<file path="config.mk">
export PLATFORM = sky130hd
export DESIGN_NAME = timer_multi
export DESIGN_NICKNAME = d
export VERILOG_FILES = /design/src/rtl/timer_multi.sv
export SDC_FILE = /design/constraint.sdc
export NUM_CORES = 1
export LEC_CHECK = 0
export ABC_AREA = 0
export CAP_MARGIN = 20
export CORE_ASPECT_RATIO = 0.5
export CORE_UTILIZATION = 40
export DETAILED_ROUTE_END_ITERATION = 8
export PLACE_DENSITY = 0.59
export SLEW_MARGIN = 20
export SYNTH_ARGS = -nofsm -noshare
export SYNTH_HDL_FRONTEND = slang
export SYNTH_SLANG_ARGS = --single-unit
</file>
<file path="constraint.sdc">
create_clock -name clk -period 9.1 [get_ports clk]
set_input_delay 0.91 -clock clk [delete_from_list [all_inputs] [get_ports clk]]
set_output_delay 0.91 -clock clk [all_outputs]
set_load 0.02 [all_outputs]
</file>
<file path="src/rtl/timer_multi.sv">
// rtl/timer_multi.sv - multi-channel CSR-mapped periodic/one-shot timer
//
// Purpose: NumChannels independent timers, each with a 2^prescaler clock
// divider, a counter that wraps at counter_top, and a mode (off, periodic,
// one-shot). Every expiry raises a registered one-cycle irq_pulse and sets a
// sticky irq_pending bit.
//
// Ports:
//   clk          core clock
//   reset        synchronous, active-high reset
//   csr_we       CSR write strobe, one write per asserted cycle
//   csr_addr     CSR address (12 bits)
//   csr_wdata    CSR write data (32 bits)
//   csr_rdata    CSR read data, combinational from csr_addr, 0 when unmapped
//   irq_pulse    one-cycle expiry pulse per channel
//   irq_pending  sticky pending bits, write-1-to-clear through PEND
//
// Address map (offset from CsrBase):
//   0x00+ch  CFG  {mode[1:0], counter_top, prescaler}
//   0x10+ch  CNT  current counter, read-only
//   0x20     PEND irq_pending, write-1-to-clear
module timer_multi #(
  parameter int          NumChannels   = 4,
  parameter int          TimerWidth    = 16,
  parameter int          TimerPreWidth = 4,
  parameter logic [11:0] CsrBase       = 12'h400
) (
  input  logic                   clk,
  input  logic                   reset,
  input  logic                   csr_we,
  input  logic [11:0]            csr_addr,
  input  logic [31:0]            csr_wdata,
  output logic [31:0]            csr_rdata,
  output logic [NumChannels-1:0] irq_pulse,
  output logic [NumChannels-1:0] irq_pending
);

  // The prescale counter must reach 2^(2^TimerPreWidth - 1) - 1.
  localparam int PreCntWidth = 2 ** TimerPreWidth;
  localparam int TopLsb      = TimerPreWidth;
  localparam int ModeLsb     = TimerPreWidth + TimerWidth;

  typedef enum logic [1:0] {
    MODE_OFF      = 2'b00,
    MODE_PERIODIC = 2'b01,
    MODE_ONE_SHOT = 2'b10,
    MODE_RESERVED = 2'b11   // behaves as off
  } mode_e;

  logic [TimerPreWidth-1:0] prescaler_q [NumChannels];
  logic [TimerWidth-1:0]    top_q       [NumChannels];
  mode_e                    mode_q      [NumChannels];
  logic [PreCntWidth-1:0]   pre_cnt_q   [NumChannels];
  logic [TimerWidth-1:0]    cnt_q       [NumChannels];

  logic [11:0]            offset;
  logic                   pend_wr;
  logic [NumChannels-1:0] pend_clr;
  logic [NumChannels-1:0] cfg_wr;
  logic [NumChannels-1:0] running;
  logic [NumChannels-1:0] tick;
  logic [NumChannels-1:0] expire;

  // Addresses below CsrBase wrap to large offsets and decode as unmapped.
  assign offset   = csr_addr - CsrBase;
  assign pend_wr  = csr_we && (offset == 12'h020);
  assign pend_clr = pend_wr ? csr_wdata[NumChannels-1:0] : '0;

  always_comb begin
    cfg_wr  = '0;
    running = '0;
    tick    = '0;
    expire  = '0;
    for (int ch = 0; ch < NumChannels; ch++) begin
      cfg_wr[ch]  = csr_we && (offset == 12'(ch));
      running[ch] = (mode_q[ch] == MODE_PERIODIC) || (mode_q[ch] == MODE_ONE_SHOT);
      tick[ch]    = running[ch] &&
                    (pre_cnt_q[ch] == ((PreCntWidth'(1) << prescaler_q[ch]) - PreCntWidth'(1)));
      // A CFG write in the expiry cycle restarts the channel and suppresses the expiry.
      expire[ch]  = tick[ch] && (cnt_q[ch] == top_q[ch]) && !cfg_wr[ch];
    end
  end

  always_ff @(posedge clk) begin
    if (reset) begin
      for (int ch = 0; ch < NumChannels; ch++) begin
        prescaler_q[ch] <= '0;
        top_q[ch]       <= '0;
        mode_q[ch]      <= MODE_OFF;
        pre_cnt_q[ch]   <= '0;
        cnt_q[ch]       <= '0;
      end
      irq_pulse   <= '0;
      irq_pending <= '0;
    end else begin
      for (int ch = 0; ch < NumChannels; ch++) begin
        if (cfg_wr[ch]) begin
          prescaler_q[ch] <= csr_wdata[TimerPreWidth-1:0];
          top_q[ch]       <= csr_wdata[ModeLsb-1:TopLsb];
          mode_q[ch]      <= mode_e'(csr_wdata[ModeLsb+1:ModeLsb]);
          pre_cnt_q[ch]   <= '0;
          cnt_q[ch]       <= '0;
        end else if (tick[ch]) begin
          pre_cnt_q[ch] <= '0;
          if (cnt_q[ch] == top_q[ch]) begin
            cnt_q[ch] <= '0;
            if (mode_q[ch] == MODE_ONE_SHOT) begin
              mode_q[ch] <= MODE_OFF;
            end
          end else begin
            cnt_q[ch] <= cnt_q[ch] + TimerWidth'(1);
          end
        end else if (running[ch]) begin
          pre_cnt_q[ch] <= pre_cnt_q[ch] + PreCntWidth'(1);
        end
      end
      irq_pulse   <= expire;
      // Set has priority over a simultaneous write-1-to-clear.
      irq_pending <= (irq_pending & ~pend_clr) | expire;
    end
  end

  always_comb begin
    csr_rdata = '0;
    for (int ch = 0; ch < NumChannels; ch++) begin
      if (offset == 12'(ch)) begin
        csr_rdata = 32'({mode_q[ch], top_q[ch], prescaler_q[ch]});
      end
      if (offset == 12'(16 + ch)) begin
        csr_rdata = 32'(cnt_q[ch]);
      end
    end
    if (offset == 12'h020) begin
      csr_rdata = 32'(irq_pending);
    end
  end

endmodule

</file>
==> After elaboration in Yosys (flattened, before gate mapping) <==
Memory sizes are Yosys's and may differ from the RTL's.
Index checks and enable logic that the tools add are counted.
Widths: inputs -> output; s select.
{ "totals": {"ff_bits": 8, "elab_cells": 281, "in_bits": 47, "ramBits": 216, "output_inout_bits": 40, "n_memories": 5} }
{ "op_classes": {"bitwise_logic": 43, "n_shift": 4, "reduce_logical": 26, "eq_ne": 24, "n_mux": 164, "n_addsub": 13} }
{ "mem_list": {"columns": ["name", "words", "word_bits", "read_ports", "rd_clocked_by_memory_dff", "write_ports", "line", "rtl"], "rows": [
  ["cnt_q", 4, 16, 4, 0, 4, "54", "logic [TimerWidth-1:0] cnt_q [NumChannels];"],
  ["pre_cnt_q", 4, 16, 4, 0, 4, "53", "logic [PreCntWidth-1:0] pre_cnt_q [NumChannels];"],
  ["top_q", 4, 16, 4, 0, 4, "51", "logic [TimerWidth-1:0] top_q [NumChannels];"],
  ["prescaler_q", 4, 4, 4, 0, 4, "50", "logic [TimerPreWidth-1:0] prescaler_q [NumChannels];"],
  ["mode_q", 4, 2, 4, 0, 4, "52", "mode_e mode_q [NumChannels];"]
]} }
{ "ops": {"columns": ["cell", "n"], "rows": [
  ["$mux 16", 28],
  ["$mux 32", 8],
  ["$add 16x1->16 const B", 8],
  ["$eq 16x16->1", 8],
  ["$mux 1", 114],
  ["$shl 1x4->16 const A", 4],
  ["$sub 16x1->16 const B", 4],
  ["$eq 12x5->1 const B", 4],
  ["$or 1x1->1", 40],
  ["$eq 12x2->1 const B", 2],
  ["$mux 22", 1],
  ["$mux 4", 5],
  ["$logic_and 1x1->1", 17],
  ["$mux 2", 8],
  ["$eq 12x1->1 const B", 1],
  ["$eq 12x6->1 const B", 1],
  ["$logic_not 12->1", 1],
  ["$sub 12x11->12 const B", 1],
  ["$eq 2x1->1 const B", 4],
  ["$eq 2x2->1 const B", 4],
  ["$and 4x4->4", 1],
  ["$logic_not 1->1", 4],
  ["$logic_or 1x1->1", 4],
  ["$not 4->4", 1],
  ["$or 4x4->4", 1]
]} }

==> Logic depth before layout (Yosys ltp) <==
{ "depth": {"ltp_word": 11, "depth_mapped": 14, "mapped_depth_nobuf": 9} }

==> Worst setup path before layout <==
No wires, ideal clock.
{ "synth_timing": {"path_kind": "flip-flop to flip-flop", "start": "mem prescaler_q[3][3]", "end": "mem cnt_q[3][0], enable pin", "slack_ns": 4.798, "stages_incl_launch_ff": 13, "n_path_buf": 3, "period_less_slack_ns": 4.302, "required_ns": 8.689, "arrival_ns": 3.891, "setup_time_ns": 0.411, "cell_sequence": "edfxtp_1 -> clkbuf_1 -> buf_1 -> nor3_1 -> nand2b_1 -> ha_1 -> clkbuf_1 -> nor4bb_1 -> a21oi_1 -> or3b_2 -> a32oi_1 -> nand3_1 -> o21ai_0"} }
{ "synth_rtl": {"columns": ["item", "line"], "rows": [
  ["start: declaration", "50"],
  ["end: declaration", "54"]
]} }

==> Worst setup path in the final report <==
{ "layout_timing": {"start": "in csr_addr[9]", "end": "out csr_rdata[5]"} }
{ "layout_between": {"elab_chain_len": 11, "word_cells_on_any_way": 19, "classes_between": "add/sub (1); eq/ne (8); mux (9); reduce/logical (1)"} }
{ "layout_lines": {"columns": ["item", "line", "rtl"], "rows": [
  ["start: declaration", "31", "input logic [11:0] csr_addr,"],
  ["$sub 12x11->12 (*)", "65", "assign offset = csr_addr - CsrBase;"],
  ["$logic_not 12->1", "126", "if (offset == 12'(ch)) begin"],
  ["$mux 22", "126", null],
  ["$mux 32", "129", "if (offset == 12'(16 + ch)) begin"],
  ["$mux 32", "126", null],
  ["$mux 32", "129", null],
  ["$mux 32", "126", null],
  ["$mux 32", "129", null],
  ["$mux 32", "126", null],
  ["$mux 32", "129", null],
  ["$mux 32 (*)", "133", "if (offset == 12'h020) begin"],
  ["end: declaration", "33", "output logic [31:0] csr_rdata,"]
]} }
Mark *: on every way between the ends. The rest lies on a longest branch, timed or not.

==> reports/metrics.yaml <==
run_status:
  status: "finished with violations"
  violated_checks: "DRC"
finish:
  instances_no_fill: 2063
  antenna_diodes: 0
  area_growth_pct: 11.7
  drive_above_1_share_pct: 4.56
  fillerInstances: 3447
  fin_nets: 1625
clock_tree:
  total_cts_buffers: 24
  cts_root_buffer: "sky130_fd_sc_hd__clkbuf_16"
  clock_insertion_delay_worst_skew_ps: 550
  tritoncts: "done"
  clk_path_buf_depth: 3
  count_of_h_tree_levels_built_during_cts: 1
  clk_pin_slew_worst_paths_ps: 70
  cts-resized-gates: 0
  hold_buffers: 0
  post-cts-setup-buffer-count: 0
  cts_num_sinks: 224
sta:
  grt_setup_unrepaired: "false"
  totalNegativeSetupSlack_ps: 0
  timing.final.crit_period_ps: 5510
  skew_ps: 26.1
  hold_viol_final: 0
  maxClockFrequency_mhz: 181
  worst_margin_slew_ps: 1000
  final-setup-viol-count: 0
  final-max-slew-violation-count: 0
  worst_relative_slew_slack_pct: 32.9
  period_share_pct: 60.6
place:
  numPlacedInstances: 2020
  final_wtd_congestion: 0.939
  port_buffers: 66
  detailed_place_hpwl_mm: 31.4
routing:
  routed_wirelength_mm: 43.0
  postRouteAntennaNets: 0
  drtPass1Iterations: 7
  detail_route.drc_violations: 2
  number_of_vias_per_cell_after_detailed_routing: 5.86
  drt_first_iter_violations: 1439
  routed-via-count: 12100
  wl_per_cell_um: 20.8
min_path:
  min_delay_path_depth: 2
  hold_path_start: "irq_pending[3]$_SDFF_PP0_"
  worst_hold_path_type: "flop to flop"
  hold_end: "irq_pending[3]$_SDFF_PP0_"
yosys:
  post_synth.cell_area_avg_sq_um: 9.51
  yosysUniqueCellTypes: 80
  synth_cells: 1565
  synth_seq_area_share_pct: 44.7
  yosys_register_bits: 224
  ys.flop_type: "sky130_fd_sc_hd__edfxtp_1"
  ys.warnings.count: 0
  synth_enable_flop_cells: 216
  netlist_area_sq_um: 14900
  synth-async-reset-ratio_pct: 0
die:
  boundary_pins: 87
  die_width_um: 275
  die_h_um: 138
  core_region_area_sq_um: 36300
  die_area_sq_um: 38000
  initial_core_util_pct: 41.0
  rows: 49
power_and_ir_drop:
  power.density_cell_area_nw_per_um2: 157
  irDropWorstVdd_mv: 0.112
  power.leakage_uw: 0.00550
global_routing:
  grt_pass1_wl_mm: 67.0
  antenna_found_initial: 1
  first_global_vias: 11400
  groute.usage.overall_pct: 22.6
  grt_start_max_net_pins: 33
  grt-ovfl-total: 0
setup_path:
  regToRegEndpoint: "mode_q[0][0]$_SDFFCE_PP0P_"
  r2r-start: "prescaler_q[0][3]$_SDFFCE_PN0P_"
  worst-path-max-fanout: 18
  endpoint_kind: "output pin"
  worst-r2r-cell-count: 8
  cp_data_arrival_time_ps: 4600
  worstPathRequired_ps: 8190
  worst_setup_path_start_kind: "primary input"
  reg2reg_slack_ps: 4590
  critPathKind: "primary input to output pin"
job:
  max_cap_viol_count: 0
## sequential cells by signal (all words and copies together), names as in the netlist
register and flops:
irq_pending 4, prescaler_q 16, cnt_q 64, top_q 64, mode_q 8, pre_cnt_q 64, irq_pulse 4
## cell usage after synthesis (14+ instances only)
cell type,count,area [sq um]
sky130_fd_sc_hd__buf_2,15,75.1
sky130_fd_sc_hd__a21o_1,15,113
sky130_fd_sc_hd__edfxtp_1,216,6490
sky130_fd_sc_hd__nand2_1,106,398
sky130_fd_sc_hd__and3_1,43,269
sky130_fd_sc_hd__ha_1,16,200
sky130_fd_sc_hd__nand4_1,48,300
sky130_fd_sc_hd__and4_1,14,123
sky130_fd_sc_hd__nor4_1,26,163
sky130_fd_sc_hd__nor2_1,161,604
sky130_fd_sc_hd__a22oi_1,16,120
sky130_fd_sc_hd__a21oi_1,46,230
sky130_fd_sc_hd__o22ai_1,15,93.8
sky130_fd_sc_hd__xor2_1,69,604
sky130_fd_sc_hd__nand3_1,73,365
sky130_fd_sc_hd__xnor2_1,140,1230
sky130_fd_sc_hd__o21ai_0,63,315
sky130_fd_sc_hd__clkbuf_1,80,300
sky130_fd_sc_hd__and2_1,94,588
sky130_fd_sc_hd__inv_1,41,154
sky130_fd_sc_hd__nor3_1,51,255
## logic make-up after synthesis
logic type / after synthesis / synth area share (%)
compound gates: 247 / 11.3
buf+inv: 155 / 4.44
other cells: 1 / 0.0252
mux: 8 / 0.547
xor+xnor: 209 / 12.3
flops: 224 / 44.7
simple gates: 705 / 25.4
fa+ha+maj: 16 / 1.35
## per-layer routing
layer	vias to the layer above	part of all wire, %	track usage (%)
met5	-	0.030	0
met3	68	6.8	3.79
met2	393	45	34.2
li1	5674	-	-
met4	2	2.2	5.26
met1	5950	46	33.6
## final cells by class
| class | count | area [sq um] | share of cell area [%] |
|---|---|---|---|
| Timing Repair Buffer | 76 | 736 | 4.43 |
| Sequential cell | 224 | 6650 | 40.0 |
| Tap cell | 484 | 606 | 3.65 |
| Inverter | 41 | 154 | 0.926 |
| Clock inverter | 12 | 176 | 1.06 |
| Multi-Input combinational cell | 1195 | 7660 | 46.1 |
| Clock buffer | 31 | 637 | 3.83 |
## power by group
| part | internal (uW) | switching [uW] |
|---|---|---|
| Sequential | 1200 | 107 |
| Combinational | 116 | 151 |
| Clock | 609 | 435 |
| Total | 1920 | 693 |
## critical path: stages
cell	delay, ps
sky130_fd_sc_hd__clkdlybuf4s50_1	440
sky130_fd_sc_hd__nor4b_2	670
sky130_fd_sc_hd__and2_1	740
sky130_fd_sc_hd__and3_1	580
sky130_fd_sc_hd__o21ai_0	170
sky130_fd_sc_hd__a211oi_1	400
sky130_fd_sc_hd__clkdlybuf4s50_1	680
## stage by stage
step	power (uW)	setup WS (ps)	utilization, %	instance area, sq um	hold slack, ps
global placement	1570	3700	43.5	15800	556
floorplan	1480	4800	-	14900	576
finish	2610	3590	45.8	16600	568
global route	2710	3420	45.8	16600	618
CTS	2630	3660	45.7	16600	581
detailed placement	1580	3670	43.5	15800	567
## layout by cell type (no fill, tap or decap), types with 6 or more instances in the layout
master                              n
sky130_fd_sc_hd__conb_1            10
sky130_fd_sc_hd__clkbuf_1           6
sky130_fd_sc_hd__o31ai_1            6
sky130_fd_sc_hd__nor2_1           161
sky130_fd_sc_hd__nor4_1            25
sky130_fd_sc_hd__a31oi_1           11
sky130_fd_sc_hd__o211ai_1           8
sky130_fd_sc_hd__xor2_1            69
sky130_fd_sc_hd__mux2i_1            7
sky130_fd_sc_hd__xnor2_1          140
sky130_fd_sc_hd__a22oi_1           16
sky130_fd_sc_hd__nand4_1           48
sky130_fd_sc_hd__inv_1             41
sky130_fd_sc_hd__nand2b_1           7
sky130_fd_sc_hd__o21ai_0           61
sky130_fd_sc_hd__a21oi_1           46
sky130_fd_sc_hd__and4_1            14
sky130_fd_sc_hd__a211oi_1          13
sky130_fd_sc_hd__nor2b_1            8
sky130_fd_sc_hd__a21o_1            15
sky130_fd_sc_hd__edfxtp_1         216
sky130_fd_sc_hd__clkdlybuf4s50_1   66
sky130_fd_sc_hd__nand3b_1           8
sky130_fd_sc_hd__ha_1              16
sky130_fd_sc_hd__o22ai_1           15
sky130_fd_sc_hd__or3_1              7
sky130_fd_sc_hd__nor4b_1           11
sky130_fd_sc_hd__and2_1            94
sky130_fd_sc_hd__nor3_1            50
sky130_fd_sc_hd__buf_4             10
sky130_fd_sc_hd__nand3_1           72
sky130_fd_sc_hd__nand2_1          106
sky130_fd_sc_hd__clkbuf_16         24
sky130_fd_sc_hd__dfxtp_1            8
sky130_fd_sc_hd__and3_1            43
sky130_fd_sc_hd__nor3b_1           12
## how the worst max path moves through the flow
stage / from / to
final: csr_addr[9] / csr_rdata[5]
after global routing: csr_addr[9] / csr_rdata[5]
after CTS: csr_addr[9] / csr_rdata[5]
after detailed placement: csr_addr[9] / csr_rdata[5]
after global placement: csr_addr[9] / csr_rdata[5]
after floorplan: prescaler_q[3][3]$_SDFFCE_PN0P_ / cnt_q[3][0]$_SDFFCE_PN0P_
No activity file was read; power rests on OpenSTA's default activity.
